## src/rtl/uart_pkg.sv

```systemverilog
// Shared UART definitions: FSM states, oversampling constants and divisor helper.
// The PARITY state only exists when UART_RX_PARITY_EN is defined.
package uart_pkg;

  localparam int unsigned OVERSAMPLE   = 16;
  localparam int unsigned START_SAMPLE = 7;
  localparam int unsigned BIT_SAMPLE   = 15;
  localparam int unsigned DATA_BITS    = 8;

  typedef enum logic [2:0] {
    IDLE,
    START,
    DATA,
`ifdef UART_RX_PARITY_EN
    PARITY,
`endif
    STOP,
    BREAK
  } rx_state_t;

  // Clocks per oversampling tick, rounded to nearest.
  function automatic int unsigned baud_div(input int unsigned clk_hz, input int unsigned baud);
    return (clk_hz + baud * (OVERSAMPLE / 2)) / (baud * OVERSAMPLE);
  endfunction

endpackage

```

## src/rtl/uart_rx_unit_if.sv

```systemverilog
// CPU-facing side of the UART receiver: held byte, status flags and read strobe.
interface uart_rx_unit_if;
  import uart_pkg::*;

  logic                 rd;
  logic [DATA_BITS-1:0] rx_data;
  logic                 rx_valid;
  logic                 frame_err;
  logic                 overrun;

  modport master (output rd, input rx_data, input rx_valid, input frame_err, input overrun);
  modport slave  (input rd, output rx_data, output rx_valid, output frame_err, output overrun);
endinterface

```

## src/rtl/uart_baud_tick.sv

```systemverilog
// Oversampling tick generator: one-clock pulse every DIV clocks while enabled,
// counter held at zero while disabled so ticks align to the enable edge.
module uart_baud_tick #(
  parameter int unsigned DIV = 2
) (
  input  logic clk,
  input  logic reset,
  input  logic en,
  output logic tick
);
  localparam int unsigned CW = (DIV > 1) ? $clog2(DIV) : 1;
  localparam logic [CW-1:0] LAST = CW'(DIV - 1);

  logic [CW-1:0] r_cnt;

  always_ff @(posedge clk or negedge reset) begin
    if (!reset) begin
      r_cnt <= '0;
    end else if (!en || r_cnt == LAST) begin
      r_cnt <= '0;
    end else begin
      r_cnt <= r_cnt + 1'b1;
    end
  end

  assign tick = en && (r_cnt == LAST);

endmodule

```

## src/rtl/uart_rx_unit.sv

```systemverilog
// UART receive front-end: 2-FF synchronizer, 16x oversampled 8N1 framing with
// start-glitch rejection, held byte with sticky error/overrun. UART_RX_PARITY_EN selects 8E1.
module uart_rx_unit
  import uart_pkg::*;
#(
  parameter int unsigned CLK_HZ = 50_000_000,
  parameter int unsigned BAUD   = 9600
) (
  input  logic           clk,
  input  logic           reset,
  input  logic           rx,
  uart_rx_unit_if.slave  cpu
);
  localparam int unsigned DIV = baud_div(CLK_HZ, BAUD);

  logic                 r_rx_meta;
  logic                 r_rx_s;
  rx_state_t            r_state;
  logic [3:0]           r_scnt;
  logic [2:0]           r_bitcnt;
  logic [DATA_BITS-1:0] r_shift;
  logic                 r_commit;
  logic                 r_par_bad;
  logic [DATA_BITS-1:0] r_rx_data;
  logic                 r_rx_valid;
  logic                 r_frame_err;
  logic                 r_overrun;
  logic                 w_tick;

  uart_baud_tick #(.DIV(DIV)) u_tick (
    .clk   (clk),
    .reset (reset),
    .en    (r_state != IDLE),
    .tick  (w_tick)
  );

  always_ff @(posedge clk or negedge reset) begin
    if (!reset) begin
      r_rx_meta   <= 1'b1;
      r_rx_s      <= 1'b1;
      r_state     <= IDLE;
      r_scnt      <= '0;
      r_bitcnt    <= '0;
      r_shift     <= '0;
      r_commit    <= 1'b0;
      r_par_bad   <= 1'b0;
      r_rx_data   <= '0;
      r_rx_valid  <= 1'b0;
      r_frame_err <= 1'b0;
      r_overrun   <= 1'b0;
    end else begin
      r_rx_meta <= rx;
      r_rx_s    <= r_rx_meta;
      r_commit  <= 1'b0;

      // Commit is one clock after the stop sample; a read in that same cycle
      // takes the new byte and clears the sticky flags instead of overrunning.
      if (r_commit) begin
        if (!r_rx_valid) begin
          r_rx_data  <= r_shift;
          r_rx_valid <= 1'b1;
        end else if (!cpu.rd) begin
          r_overrun <= 1'b1;
        end else begin
          r_rx_data   <= r_shift;
          r_frame_err <= 1'b0;
          r_overrun   <= 1'b0;
        end
      end else if (cpu.rd) begin
        r_rx_valid  <= 1'b0;
        r_frame_err <= 1'b0;
        r_overrun   <= 1'b0;
      end

      // Error sets below come after the read clear so a set always wins.
      case (r_state)
        IDLE: begin
          if (!r_rx_s) begin
            r_state <= START;
            r_scnt  <= '0;
          end
        end
        START: begin
          if (w_tick) begin
            if (r_scnt == 4'(START_SAMPLE)) begin
              r_scnt <= '0;
              if (!r_rx_s) begin
                r_state   <= DATA;
                r_bitcnt  <= '0;
                r_par_bad <= 1'b0;
              end else begin
                r_state <= IDLE;
              end
            end else begin
              r_scnt <= r_scnt + 1'b1;
            end
          end
        end
        DATA: begin
          if (w_tick) begin
            if (r_scnt == 4'(BIT_SAMPLE)) begin
              r_scnt   <= '0;
              r_shift  <= {r_rx_s, r_shift[DATA_BITS-1:1]};
              r_bitcnt <= r_bitcnt + 1'b1;
              if (r_bitcnt == 3'(DATA_BITS - 1)) begin
`ifdef UART_RX_PARITY_EN
                r_state <= PARITY;
`else
                r_state <= STOP;
`endif
              end
            end else begin
              r_scnt <= r_scnt + 1'b1;
            end
          end
        end
`ifdef UART_RX_PARITY_EN
        PARITY: begin
          if (w_tick) begin
            if (r_scnt == 4'(BIT_SAMPLE)) begin
              r_scnt  <= '0;
              r_state <= STOP;
              if (^{r_shift, r_rx_s}) begin
                r_frame_err <= 1'b1;
                r_par_bad   <= 1'b1;
              end
            end else begin
              r_scnt <= r_scnt + 1'b1;
            end
          end
        end
`endif
        STOP: begin
          if (w_tick) begin
            if (r_scnt == 4'(BIT_SAMPLE)) begin
              r_scnt <= '0;
              if (r_rx_s) begin
                r_commit <= !r_par_bad;
                r_state  <= IDLE;
              end else begin
                r_frame_err <= 1'b1;
                r_state     <= BREAK;
              end
            end else begin
              r_scnt <= r_scnt + 1'b1;
            end
          end
        end
        BREAK: begin
          if (r_rx_s) begin
            r_state <= IDLE;
          end
        end
        default: r_state <= IDLE;
      endcase
    end
  end

  assign cpu.rx_data   = r_rx_data;
  assign cpu.rx_valid  = r_rx_valid;
  assign cpu.frame_err = r_frame_err;
  assign cpu.overrun   = r_overrun;

endmodule

```

## src/flat_wrapper.sv

```systemverilog
// flat-port wrapper written by rule: the top's interface ports become plain ports
module uart_rx_unit_flat import uart_pkg::*;
#(
  parameter int unsigned CLK_HZ = 50_000_000,
  parameter int unsigned BAUD   = 9600
)
  (clk, reset, rx, cpu_rd, cpu_rx_data, cpu_rx_valid, cpu_frame_err, cpu_overrun);
  uart_rx_unit_if cpu_i ();
  input  logic clk;
  input  logic reset;
  input  logic rx;
  input wire logic [$bits(cpu_i.rd)-1:0] cpu_rd;
  output wire logic [$bits(cpu_i.rx_data)-1:0] cpu_rx_data;
  output wire logic [$bits(cpu_i.rx_valid)-1:0] cpu_rx_valid;
  output wire logic [$bits(cpu_i.frame_err)-1:0] cpu_frame_err;
  output wire logic [$bits(cpu_i.overrun)-1:0] cpu_overrun;
  assign cpu_i.rd = cpu_rd;
  assign cpu_rx_data = cpu_i.rx_data;
  assign cpu_rx_valid = cpu_i.rx_valid;
  assign cpu_frame_err = cpu_i.frame_err;
  assign cpu_overrun = cpu_i.overrun;
  uart_rx_unit #(.CLK_HZ(CLK_HZ), .BAUD(BAUD)) u_core (.clk(clk), .reset(reset), .rx(rx), .cpu(cpu_i));
endmodule
```

## config.mk

```make
export PLATFORM = sky130hd
export DESIGN_NAME = uart_rx_unit_flat
export DESIGN_NICKNAME = d
export VERILOG_FILES = /design/src/rtl/uart_pkg.sv /design/src/rtl/uart_rx_unit_if.sv /design/src/rtl/uart_baud_tick.sv /design/src/rtl/uart_rx_unit.sv /design/src/flat_wrapper.sv
export SDC_FILE = /design/constraint.sdc
export NUM_CORES = 1
export LEC_CHECK = 0
export CAP_MARGIN = 30
export CORE_MARGIN = 3
export CORE_UTILIZATION = 50
export CTS_CLUSTER_DIAMETER = 40
export DETAILED_ROUTE_END_ITERATION = 10
export GPL_TIMING_DRIVEN = 0
export PLACE_DENSITY = 0.7
export SLEW_MARGIN = 0
export SYNTH_ARGS = -nofsm -noshare
export SYNTH_HDL_FRONTEND = slang
export SYNTH_HIERARCHICAL = 1
export SYNTH_SLANG_ARGS = --single-unit
```

## constraint.sdc

```tcl
create_clock -name clk -period 2.2 [get_ports clk]
set_clock_uncertainty 0.1 [all_clocks]
set_input_delay 0.55 -clock clk [delete_from_list [all_inputs] [get_ports clk]]
set_output_delay 0.55 -clock clk [all_outputs]
set_load 0.01 [all_outputs]
```

After elaboration in Yosys (flattened, before gate mapping)
Cells that the tools add are included.
- logic and storage cells: 94
- register bits: 41
- output and inout bits: 11
- reduce and logical (&&, ||, !) cells: 15
- mux-type cells: 43
- eq/ne operators: 21
- add/sub/neg operators: 3
- operators by type and width (kind ; number):
    $mux W3 ; 15
    $mux W4 ; 5
    $mux W1 ; 16
    $mux W8 ; 2
    $pmux W3 S5 ; 1
    $ne A2 B2 Y1 const B ; 7
    $ne A2 B1 Y1 const B ; 6
    $pmux W4 S3 ; 1
    $add A9 B1 Y9 const B ; 1
    $eq A9 B9 Y1 const B ; 1
    $mux W9 ; 1
    $reduce_and A9 Y1 ; 1
    $eq A3 B2 Y1 const B ; 2
    $eq A3 B3 Y1 const B ; 2
    $pmux W3 S2 ; 1
    $reduce_and A6 Y1 ; 1
    $reduce_bool A3 Y1 ; 2
    $add A4 B1 Y4 const B ; 1
    $eq A4 B3 Y1 const B ; 1
    $eq A4 B4 Y1 const B ; 1
    $reduce_and A2 Y1 ; 2
    $reduce_and A4 Y1 ; 1
    $reduce_bool A2 Y1 ; 2
    $add A3 B1 Y3 const B ; 1
    8 further kinds ; 8

Logic depth before layout (Yosys ltp)
- depth after elaboration: 7
- depth in mapped cells: 9

By module
The synthesis kept the hierarchy.
- by module, submodules not included (module ; instances ; sequential area each (µm²) ; area an instance (µm²) ; cells each):
    uart_rx_unit ; 1 ; 803.3 ; 1490.2 ; 120
    uart_baud_tick ; 1 ; 225.2 ; 470.5 ; 45

Worst setup path after synthesis
Ideal clock, no wire load.
- path type: register to register
- start point: register u_core.u_tick.r_cnt[1]
- end point: register u_core.r_shift[0]
- slack: 0.150 ns
- data arrival time: 1.825 ns
- stages on the path, launching flop included: 10
- period minus slack after synthesis: 2.050 ns
- setup time: 0.125 ns
- path through: dfrtp_1 -> inv_1 -> ha_1 -> nand2_1 -> nor4_1 -> and2_1 -> nor2b_1 -> buf_4 -> and3_4 -> mux2_4
- word-level cells in the longest chain between the ends: 3
- RTL lines (what ; RTL line ; source):
    start: declaration ; uart_baud_tick.sv:14 ; logic [CW-1:0] r_cnt;
    start signal: assignment ; uart_baud_tick.sv:22 ; r_cnt <= r_cnt + 1'b1;
    $eq A9 B9 Y1 ; uart_baud_tick.sv:26 ; assign tick = en && (r_cnt == LAST);
    $logic_and A1 B1 Y1 ; uart_baud_tick.sv:26 ;
    via u_core.w_tick ; uart_rx_unit.sv:28 ; logic w_tick;
    $reduce_and A3 Y1 (no line) ; -- ;
    end signal: assignment ; uart_rx_unit.sv:103 ; r_shift <= {r_rx_s, r_shift[DATA_BITS-1:1]};
    end: declaration ; uart_rx_unit.sv:21 ; logic [DATA_BITS-1:0] r_shift;
The timed path passes the listed nets, and every way through them passes these cells.
A chain may end at the register's enable or synchronous reset.

Worst setup path in the final report
- start point: register u_core.u_tick.r_cnt[5]
- end point: register u_core.r_shift[0]
The elaborated chain is that of the path after synthesis.

==> reports/qor.csv <==
metric,value,unit
cts_root_buf,clkbuf_8,
path_cells,nand4bb_4 > nor4_2 > and2_4 > nor2b_1 > buf_4 > and3_4 > mux2_4,
combPwrFrac,1.9,%
drv_cap,0,
hold_path_class,flip-flop to flip-flop,
clkPwrFrac,37.5,%
final_core_util,62.0,%
cellInternalPower,0.980,mW
grt_start_max_net_pins,42,
numPortBuffers,14,
power.leakage,1.04,nW
dp_hpwl,2.39,mm
grt_pass1_wl,5.59,mm
coreArea,3720,um^2
grt_pass1_vias,1234,
drc_errors,0,
clockBufferDepth,2,
vias_per_cell,5.60,
worstPathMaxFanout,5,
cp.arrival,2160,ps
rows,22,
place_inst,227,
ys_types,51,
dieHeight,68.6,um
track_usage,16.3,%
ir_drop,0.281,mV
cts_hold_buf,0,
syn-instance-count,165,
power,1.25,mW
grt.overflow.total,0,
power_switching,0.268,mW
synth_seq_cells,41,
drive_gt1_share,26.5,%
ys_warn_count,6,
die_area,4710,um^2
syn_area_per_cell,11.9,um^2
final_area,2300,um^2
slew_headroom,41.3,%
min_period,2080,ps
via_count,1327,
hold_viol_final,0,
layout.cells.non_filler,237,
switching_share,21.5,%
cts.clk_slew.worst_paths,70,ps
setup_violations,0,
seqPwrFrac,60.6,%
drv_slew,0,
cpPeakStageDelay,430,ps
most-common-layout-cells,"dfrtp_1 (39), mux2_2 (15), clkdlybuf4s50_1 (13)",
netlist_area,1960,um^2
numCtsBuffers,5,
worst_slew_pin_slew,880,ps
antenna_found_initial,0,
worstPathRequired,2280,ps
syn2layout_area_growth,17.4,%
insertion_delay,290,ps
critPathLaunchType,flip-flop,
fin_crit_sh,94.6,%
initialDrtViolationCount,90,
synth_nets,174,
h-tree-depth,2,
ios,15,
diodes,0,
place_area,2160,um^2
ys_dominant_reg_cell,dfrtp_1,
final_common_cell,dfrtp_1,
place_congestion,0.880,
cp_slowest_cell,dfrtp_1,
ant_nets,0,
yosysSeqAreaShare,52.5,%
fmax,0.481,GHz
synthArstFlopShare,100,%
wl_per_cell,14.4,um
first_pass_iters,4,
outcome,completed,
cts_tree,yes,
drt_wl_total,3.41,mm
start_util,52.8,%
endpoint_kind,flip-flop,
clock-sinks,41,
synth-edff-count,0,
die_x,68.6,um
crit_type,flip-flop to flip-flop,
rsz0062_at_grt,no,
pwr_density_cell,542,nW/um^2
final_net_count,197,
## logic make-up (layout without fill, tap and decap cells)
kind of cell             count (synthesis)  after routing  synth area share [%]
AO/OA/AOI/OAI                           34             34                  13.8
XOR/XNOR                                 5              5                  2.23
adder cells (fa/ha/maj)                  5              5                  3.19
buffers and inverters                   12             36                  2.74
flip-flops                              41             41                  52.5
multiplexers                            17             17                  9.95
AND/OR/NAND/NOR                         51             51                  15.6
## worst max-delay path: cells and delay by family, from the launching register on
kind                   cells  cell delay, ps
buffers and inverters      1             150
and+or+nand+nor            5            1000
DFF                        1             430
muxes                      1             290
## sequential cells by signal, indices dropped and copies added, names as in the netlist
register and count:
u_core/r_rx_meta 1, u_core/u_tick/r_cnt 9, u_core/cpu.overrun 1, u_core/r_commit 1
u_core/r_bitcnt 3, u_core/r_scnt 4, u_core/r_state 3, u_core/cpu.rx_valid 1
u_core/cpu.frame_err 1, u_core/r_shift 8, u_core/cpu.rx_data 8, u_core/r_rx_s 1
## synth_stat cells (2+ instances only)
| master | count | area [um^2] |
|---|---|---|
| xnor2_1 | 3 | 26.3 |
| ha_1 | 5 | 62.6 |
| o2bb2ai_1 | 2 | 17.5 |
| inv_1 | 6 | 22.5 |
| o2111ai_1 | 2 | 17.5 |
| nand4_1 | 2 | 12.5 |
| o21ai_0 | 8 | 40.0 |
| mux2_2 | 15 | 169 |
| nand2_1 | 10 | 37.5 |
| nand2b_1 | 2 | 12.5 |
| a21oi_2 | 2 | 17.5 |
| xor2_1 | 2 | 17.5 |
| dfrtp_1 | 39 | 976 |
| and3_1 | 2 | 12.5 |
| and2_1 | 3 | 18.8 |
| o221ai_1 | 2 | 17.5 |
| or3_1 | 4 | 25.0 |
| a22o_1 | 2 | 17.5 |
| nor3_1 | 3 | 15.0 |
| nand3_1 | 5 | 25.0 |
| nand3b_1 | 2 | 15.0 |
| dfstp_2 | 2 | 52.6 |
| buf_2 | 4 | 20.0 |
| a21oi_1 | 5 | 25.0 |
| nor2_1 | 7 | 26.3 |
## power groups by stage
stage	clock (mW)	combinational, mW	sequential (mW)
after global placement	0	0.0249	0.772
after CTS	0.482	0.0245	0.757
after global routing	0.523	0.0275	0.757
after floorplan	0	0.00395	0.772
final	0.468	0.0232	0.757
after detailed placement	0	0.0247	0.772
## layer usage
| metal | wire (um) | vias to the layer above | track usage [%] |
|---|---|---|---|
| met3 | 100 | 7 | 3.89 |
| met4 | 79 | 0 | 8.93 |
| li1 | - | 649 | - |
| met2 | 1610 | 18 | 23.5 |
| met5 | 0 | - | 0 |
| met1 | 1620 | 653 | 22.6 |
## path summary, 6_finish.rpt
| check | slack, ps | from | end | cells after the start |
|---|---|---|---|---|
| max in group asynchronous | 1180 | reset | u_core/r_shift[4]$_DFFE_PN0P_ | 1 |
| worst max register to register | 120 | u_core/u_tick/r_cnt[5]$_DFF_PN0_ | u_core/r_shift[0]$_DFFE_PN0P_ | 7 |
| worst min-delay path | 260 | u_core/r_rx_meta$_DFF_PN1_ | u_core/r_rx_s$_DFF_PN1_ | 0 |
| min in group asynchronous | 270 | reset | u_core/u_tick/r_cnt[8]$_DFF_PN0_ | 1 |
| worst min register to register | 260 | u_core/r_rx_meta$_DFF_PN1_ | u_core/r_rx_s$_DFF_PN1_ | 0 |
| worst max-delay path | 120 | u_core/u_tick/r_cnt[5]$_DFF_PN0_ | u_core/r_shift[0]$_DFFE_PN0P_ | 7 |
## metrics by stage
stage | hold slack, ps | worst slack, ps | TNS, ps
floorplan | 154 | 150 | 0
global placement | 250 | -457 | -18750
detailed placement | 250 | -109 | -894
CTS | 261 | 29.7 | 0
global route | 263 | 12.5 | 0
finish | 259 | 120 | 0
## what timing repair did
action / CTS / global route
gates resized for setup: 3 / 6
endpoints found under the setup margin: 11 / 10
setup buffers: 1 / 1
pin swaps: 1 / 1
cloned: 0 / 0
## layout make-up
class / count / area, um^2
Timing Repair Buffer: 16 / 150
Clock buffer: 5 / 68.8
Fill cell: 312 / 1410
Sequential cell: 41 / 1030
Tap cell: 48 / 60.1
Inverter: 6 / 22.5
Buffer: 6 / 33.8
Multi-Input combinational cell: 112 / 921
Clock inverter: 3 / 17.5
Power figures use the tool's default switching activity.
